### config.mk
export PLATFORM = sky130hd
export DESIGN_NAME = store_subword_writer
export DESIGN_NICKNAME = d
export VERILOG_FILES = /design/src/rtl/store_subword_writer_pkg.sv /design/src/rtl/subword_merge.sv /design/src/rtl/store_subword_writer.sv
export SDC_FILE = /design/constraint.sdc
export NUM_CORES = 1
export LEC_CHECK = 0
export ABC_AREA = 0
export CORE_ASPECT_RATIO = 1.5
export CORE_MARGIN = 10
export CORE_UTILIZATION = 45
export CTS_BUF_LIST = sky130_fd_sc_hd__clkbuf_8
export DETAILED_ROUTE_END_ITERATION = 8
export HOLD_SLACK_MARGIN = 0.08
export PLACE_DENSITY = 0.77
export SLEW_MARGIN = 20
export SYNTH_ARGS = -nofsm -noshare
export SYNTH_HDL_FRONTEND = slang
export SYNTH_SLANG_ARGS = --single-unit
### constraint.sdc
create_clock -name clk -period 4.7 [get_ports clk]
set_clock_uncertainty 0.05 [all_clocks]
set_input_delay 0.705 -clock clk [delete_from_list [all_inputs] [get_ports clk]]
set_output_delay 0.705 -clock clk [all_outputs]
set_load 0.01 [all_outputs]
### src/rtl/store_subword_writer_pkg.sv
// Shared miniRISC store-path definitions: access-size encodings and writer FSM states.
// Purely declarative; no logic, no latency, no flow control.
package store_subword_writer_pkg;

   typedef enum logic [1:0] {
      SZ_BYTE = 2'b00,
      SZ_HALF = 2'b01,
      SZ_WORD = 2'b10,
      SZ_RSVD = 2'b11
   } sz_t;

   typedef enum logic [2:0] {
      S_IDLE,
      S_RD,
      S_WAIT,
      S_WR,
      S_FIN
   } state_t;

   localparam int CNT_W = 2;

endpackage

### src/rtl/subword_merge.sv
// Little-endian merge of store data into an existing 32-bit word; word size passes data through.
// Combinational, zero latency, no flow control.
module subword_merge
   import store_subword_writer_pkg::*;
(
   input  logic [31:0] old_word,
   input  logic [31:0] st_data,
   input  sz_t         size,
   input  logic [1:0]  addr_lo,
   output logic [31:0] merged
);

   always_comb begin
      merged = old_word;
      case (size)
         SZ_BYTE: begin
            case (addr_lo)
               2'd0:    merged[7:0]   = st_data[7:0];
               2'd1:    merged[15:8]  = st_data[7:0];
               2'd2:    merged[23:16] = st_data[7:0];
               default: merged[31:24] = st_data[7:0];
            endcase
         end
         // addr_lo[0] is ignored here; misaligned halves are trapped upstream when enabled
         SZ_HALF: begin
            if (addr_lo[1]) merged[31:16] = st_data[15:0];
            else            merged[15:0]  = st_data[15:0];
         end
         SZ_WORD: merged = st_data;
         default: merged = old_word;
      endcase
   end

endmodule

### src/rtl/store_subword_writer.sv
// Store writer: word stores direct, byte/half via RAM read-modify-write; MISALIGN_TRAP_EN traps misaligned stores.
// Latency accept->done: word/trap 1, subword 2+RD_LAT; st_ready high only in IDLE.
module store_subword_writer
   import store_subword_writer_pkg::*;
#(
   parameter int ADDR_W = 32,
   parameter int RD_LAT = 1
) (
   input  logic              clk,
   input  logic              rst,
   input  logic              st_valid,
   output logic              st_ready,
   input  logic [ADDR_W-1:0] st_addr,
   input  logic [31:0]       st_data,
   input  logic [1:0]        st_size,
   output logic [ADDR_W-1:0] mem_addr,
   output logic              mem_rd_en,
   input  logic [31:0]       mem_rdata,
   output logic              mem_wr_en,
   output logic [31:0]       mem_wdata,
   output logic              done,
   output logic              err
);

   typedef struct packed {
      logic [1:0]  lane;
      logic [31:0] data;
      sz_t         size;
   } req_t;

   state_t            state, state_nx;
   req_t              req;
   logic [CNT_W-1:0]  cnt;
   logic              accept;
   logic              trap;
   logic              wait_last;
   sz_t               st_sz;
   logic [31:0]       merged;

   assign st_sz     = sz_t'(st_size);
   assign accept    = st_valid && (state == S_IDLE);
   assign wait_last = (state == S_WAIT) && (cnt == CNT_W'(RD_LAT - 1));

   always_comb begin
      trap = (st_sz == SZ_RSVD);
`ifdef MISALIGN_TRAP_EN
      if ((st_sz == SZ_HALF && st_addr[0]) ||
          (st_sz == SZ_WORD && st_addr[1:0] != 2'b00))
         trap = 1'b1;
`endif
   end

   always_comb begin
      state_nx  = state;
      st_ready  = 1'b0;
      mem_rd_en = 1'b0;
      mem_wr_en = 1'b0;
      done      = 1'b0;
      err       = 1'b0;
      case (state)
         S_IDLE: begin
            st_ready = 1'b1;
            if (st_valid) begin
               if (trap)                  state_nx = S_FIN;
               else if (st_sz == SZ_WORD) state_nx = S_WR;
               else                       state_nx = S_RD;
            end
         end
         S_RD: begin
            mem_rd_en = 1'b1;
            state_nx  = S_WAIT;
         end
         S_WAIT: begin
            if (wait_last) state_nx = S_WR;
         end
         S_WR: begin
            mem_wr_en = 1'b1;
            done      = 1'b1;
            state_nx  = S_IDLE;
         end
         S_FIN: begin
            done     = 1'b1;
            err      = 1'b1;
            state_nx = S_IDLE;
         end
         default: state_nx = S_IDLE;
      endcase
   end

   subword_merge u_merge (
      .old_word (mem_rdata),
      .st_data  (req.data),
      .size     (req.size),
      .addr_lo  (req.lane),
      .merged   (merged)
   );

   // mem_addr/mem_wdata only move when a RAM access is about to happen, so they hold otherwise
   always_ff @(posedge clk or posedge rst) begin
      if (rst) begin
         state     <= S_IDLE;
         req       <= '0;
         cnt       <= '0;
         mem_addr  <= '0;
         mem_wdata <= '0;
      end else begin
         state <= state_nx;
         if (accept) begin
            req <= '{lane: st_addr[1:0], data: st_data, size: st_sz};
            if (!trap) mem_addr <= {st_addr[ADDR_W-1:2], 2'b00};
            if (!trap && st_sz == SZ_WORD) mem_wdata <= st_data;
         end
         if (state == S_RD)        cnt <= '0;
         else if (state == S_WAIT) cnt <= cnt + 1'b1;
         if (wait_last) mem_wdata <= merged;
      end
   end

endmodule

**Word-level counts from Yosys, hierarchy flattened**

Cells that the tools add are included.

- Bitwise logic cells: 1
- Reduce and logical (&&, ||, !) cells: 16
- Add/sub/neg operators: 1
- Equal/unequal tests: 12
- Multiplexer cells: 22

Operators with widths:

| kind | count |
|---|---|
| $mux W32 | 3 |
| $pmux W32 S3 | 1 |
| $mux W16 | 2 |
| $mux W8 | 4 |
| $mux W3 | 3 |
| $pmux W3 S3 | 1 |
| $eq A2 B2 Y1 const B | 4 |
| $eq A3 B2 Y1 const B | 2 |
| $logic_not A2 Y1 | 3 |
| $mux W2 | 3 |
| $reduce_and A2 Y1 | 3 |
| $reduce_bool A2 Y1 | 3 |
| $mux W1 | 5 |
| $eq A2 B1 Y1 const B | 2 |
| $ne A2 B2 Y1 const B | 2 |
| $eq A3 B1 Y1 const B | 1 |
| $eq A3 B3 Y1 const B | 1 |
| $logic_and A1 B1 Y1 | 3 |
| $logic_not A3 Y1 | 1 |
| $reduce_or A3 Y1 | 1 |
| $add A2 B1 Y2 const B | 1 |
| $reduce_or A2 Y1 | 1 |
| $logic_not A1 Y1 | 1 |
| $not A1 Y1 | 1 |

- Word-level logic and storage cells: 59
- Output and inout port bits: 69
- Register bits after elaboration: 103
- Input port bits: 101

**Logic depth before layout (Yosys ltp)**

- Word-level depth: 6
- Mapped depth: 7

**Modules after synthesis**

From an unflattened synthesis, not the netlist that was laid out.

- Cells, all modules: 488
- Area, all modules: 5,480.3 um2

By module, submodules not included:

| module | cells an instance | area an instance (um2) | times used |
|---|---|---|---|
| store_subword_writer | 361 | 4,486.8 | 1 |
| subword_merge | 127 | 993.5 | 1 |

**Worst setup path after synthesis**

No wires, ideal clock.

- Path kind: input port to flip-flop
- From: input port st_size[0]
- To: register mem_wdata[12]
- Cell stages on the path: 6
- Arrival: 1,579 ps
- Setup time: 143 ps
- Setup slack: 2,928 ps
- Buffers on the path: 2
- Cells stage by stage: nand3b_1 -> and2b_1 -> buf_6 -> buf_12 -> mux2i_1 -> a22oi_2

- Cells in the longest elaborated chain, start to end: 5

Ends and longest elaborated chain:

| element | line | RTL |
|---|---|---|
| from (decl) | store_subword_writer.sv:15 | `input logic [1:0] st_size,` |
| $eq A2 B2 Y1 | store_subword_writer.sv:45 | `trap = (st_sz == SZ_RSVD);` |
| $logic_not A1 Y1 | store_subword_writer.sv:111 | `if (!trap && st_sz == SZ_WORD) mem_wdata <= st_data;` |
| $logic_and A1 B1 Y1 * | store_subword_writer.sv:111 |  |
| $reduce_bool A2 Y1 (no line) * | -- |  |
| $reduce_and A2 Y1 (no line) * | -- |  |
| to (signal assigned) | store_subword_writer.sv:111 |  |
| to (signal assigned) | store_subword_writer.sv:115 | `if (wait_last) mem_wdata <= merged;` |
| to (decl) | store_subword_writer.sv:20 | `output logic [31:0] mem_wdata,` |

Every way passes the cells marked *; elsewhere a longest branch is shown, timed or not.
A chain may end at the register's enable or synchronous reset.

**Final worst setup path**

- From: input port st_valid
- To: register mem_addr[6]

- Cells in the longest elaborated chain, start to end: 2

Ends and longest elaborated chain:

| element | line | RTL |
|---|---|---|
| from (decl) | store_subword_writer.sv:11 | `input logic st_valid,` |
| $logic_and A1 B1 Y1 | store_subword_writer.sv:41 | `assign accept = st_valid && (state == S_IDLE);` |
| $reduce_and A2 Y1 (no line) | -- |  |
| to (signal assigned) | store_subword_writer.sv:110 | `if (!trap) mem_addr <= {st_addr[ADDR_W-1:2], 2'b00};` |
| to (decl) | store_subword_writer.sv:16 | `output logic [ADDR_W-1:0] mem_addr,` |

No other way between the ends.

==> results.cfg <==
[worst_setup_path]
crit_type = input pin to flip-flop
path_cells = clkdlybuf4s50_1 -> and2_4 -> nand2_2 -> mux2_4
ff2ff_path_depth = 4
cp-start-kind = input pin
cp.arrival_ps = 2920
crit_path_end_kind = flip-flop
crit_slowest_cell = nand2_2
worst_ep_required_time_ps = 4900
cpPeakStageDelay_ps = 670
crit_start = st_valid
r2r-start = state[0]
critPathMaxFanout = 38

[floorplan]
die-area_um2 = 17200
placementRows = 49
initial_core_util_pct = 46.0
core_area_um2 = 12000
die_h_um = 156
num_io_pins = 170
die_width_um = 111

[placed_design]
port_buffers = 167
gp_congestion = 0.841
dp_hpwl_um = 11400
place_inst = 742

[sta]
tightestPinTransition_ps = 1060
relSlewSlack_pct = 29.4
fin_tns_setup_ps = 0
finalHoldViolCount = 0
maxSlewViolCount = 0
finalCritPeriodShare_pct = 58.0
post-route-min-period_ps = 2720
finalSetupViolCount = 0
max_freq_mhz = 367
rsz0062_at_grt = no

[logic_synthesis]
async_flop_share_pct = 100
synth_seq_cells = 103
synth_cells = 456
synth_top_area_cell = dfrtp_1
synth.distinct_cells = 45
syn_area_um2 = 5530
yosysTopAreaCellShare_pct = 46.6
synth_edf_count = 0
yosysWarnings = 0
avgSynthCellArea_um2 = 12.1
synth.area.top_cells = dfrtp_1 (47%), mux2i_1 (9.8%), mux2_4 (8.1%), mux2_2 (7.3%), a21oi_1 (2.0%)
yosysSeqAreaShare_pct = 46.6
ys.flop_type = dfrtp_1

[grt]
grt_pass1_wl_um = 25200
first_global_vias = 4740
grt_usage_pct = 17.8
antenna_found_initial = 0
grt_start_max_net_pins = 78
grt_overflow = 0

[min_path]
holdPathStages = 1
hold_class = flip-flop to flip-flop
min_from = mem_addr[19]

[clock_tree]
cts_resized = 0
cts_buffers = 9
cts.sinks = 103
hold_buffers = 0
clock_path_buffers = 2
root_buffer = clkbuf_8
tritoncts = built
cts-htree-levels = 3
path_clk_slew_ps = 100
post_cts_buffers = 0
insertion_delay_ps = 360

[drt]
drt_iter0_drc = 228
drt_wl_total_um = 15600
drc = 0
via_count = 4231
ant_nets = 0
via_per_inst = 5.58
wl_per_cell_um = 20.5
first_pass_iters = 5

[layout]
syn_to_final_growth_pct = 33.0
drive_gt1_share_pct = 16.2
n_antenna_cell = 0
nFillCells = 1004
layout.nets = 702
stdcell_count = 758

[pwr]
leakagePower_nw = 3.06
power_density_nw_per_um2 = 676
peakVddDrop_mv = 0.344

[status]
run_status = finished clean

[job]
max-cap-violations = 0
## placed cells by master (no fill, tap or decap), types with 8 or more instances in the layout
cell / count
a22o_1: 9
clkbuf_8: 11
clkdlybuf4s50_1: 167
nand2_1: 21
a211oi_1: 8
nand2b_1: 10
o31a_1: 8
a32o_1: 8
mux2_4: 30
dfrtp_1: 102
o31ai_1: 8
nand3b_1: 10
a22oi_1: 14
o22ai_1: 8
o21ai_0: 18
mux2i_1: 54
a221oi_1: 8
a21oi_1: 22
inv_1: 12
mux2_2: 36
## critical path: cells and delay by family
kind | cells | cell delay [ps]
AND/OR/NAND/NOR | 2 | 1180
multiplexers | 1 | 510
buffers and inverters | 1 | 500
## through the flow
step / instance area (µm²) / hold WS (ps) / utilization (%) / worst slack, ps / power (W)
final: 7360 / 468 / 61.2 / 1980 / 0.00497
after global routing: 7360 / 486 / 61.2 / 1890 / 0.00533
after CTS: 7360 / 471 / 61.2 / 1950 / 0.00502
after detailed placement: 7130 / 441 / 59.3 / 1550 / 0.00436
after global placement: 7130 / 437 / 59.3 / 1630 / 0.00428
after floorplan: 5540 / 421 / - / 1240 / 0.00336
## power by group
part / total [W] / internal, W / switching, W / leakage [nW]
clock: 0.000634 / 0.000328 / 0.000306 / 0.112
combinational: 0.00249 / 0.00144 / 0.00105 / 1.74
sequential: 0.00185 / 0.00134 / 0.000511 / 1.21
total: 0.00497 / 0.00311 / 0.00187 / 3.06
## area by class of cell
| cell class | instances | area, µm² | area share, % |
|---|---|---|---|
| clock buffer | 11 | 151 | 2.06 |
| clock inverter | 5 | 80.1 | 1.09 |
| multi-input combinational | 303 | 2610 | 35.5 |
| sequential | 103 | 2580 | 35.0 |
| inverter | 13 | 51.3 | 0.697 |
| timing repair buffer | 170 | 1690 | 23.0 |
| tap | 153 | 191 | 2.60 |
## state kept, by name, summed over array words and instances (netlist names)
name       count
mem_addr      30
cnt            2
state          3
req           36
mem_wdata     32
## worst paths after layout
check | endpoint | slack [ps]
worst min register to register | mem_addr[19] | 470
worst max register to register | mem_addr[6] | 2020
min in group asynchronous | mem_wdata[7] | 830
worst max-delay path | mem_addr[6] | 1980
worst min-delay path | mem_addr[19] | 470
max in group asynchronous | req[1] | 2810
## metal layers
layer / share of wire (%) / global-route usage [%] / up-vias
met2: 52 / 32.0 / 160
met1: 38 / 18.9 / 2082
met5: 0 / 0 / -
li1: - / - / 1971
met4: 1.9 / 5.85 / 0
met3: 7.6 / 6.04 / 18
## cells in the mapped netlist, types with 8 or more instances
master	instances
mux2_4	30
o31ai_1	8
buf_6	9
nand3b_1	10
mux2i_1	54
a32o_1	8
dfrtp_1	103
o22ai_1	8
a22o_1	9
a22oi_1	14
nand2b_1	10
mux2_2	36
nand2_1	21
o21ai_0	18
a221oi_1	8
a21oi_1	22
buf_2	13
o31a_1	8
a211oi_1	8
inv_1	13
## logic make-up (layout without fill, tap and decap cells)
group / count (synthesis) / after routing / synth area share [%]
buffers and inverters: 51 / 199 / 6.36
AND/OR/NAND/NOR: 62 / 62 / 6.31
multiplexers: 120 / 120 / 25.2
AO/OA/AOI/OAI: 118 / 118 / 15.2
adder cells (fa/ha/maj): 1 / 1 / 0.226
other: 1 / 2 / 0.0678
flip-flops: 103 / 103 / 46.6
Note: power is estimated with default switching activity, not from simulation.
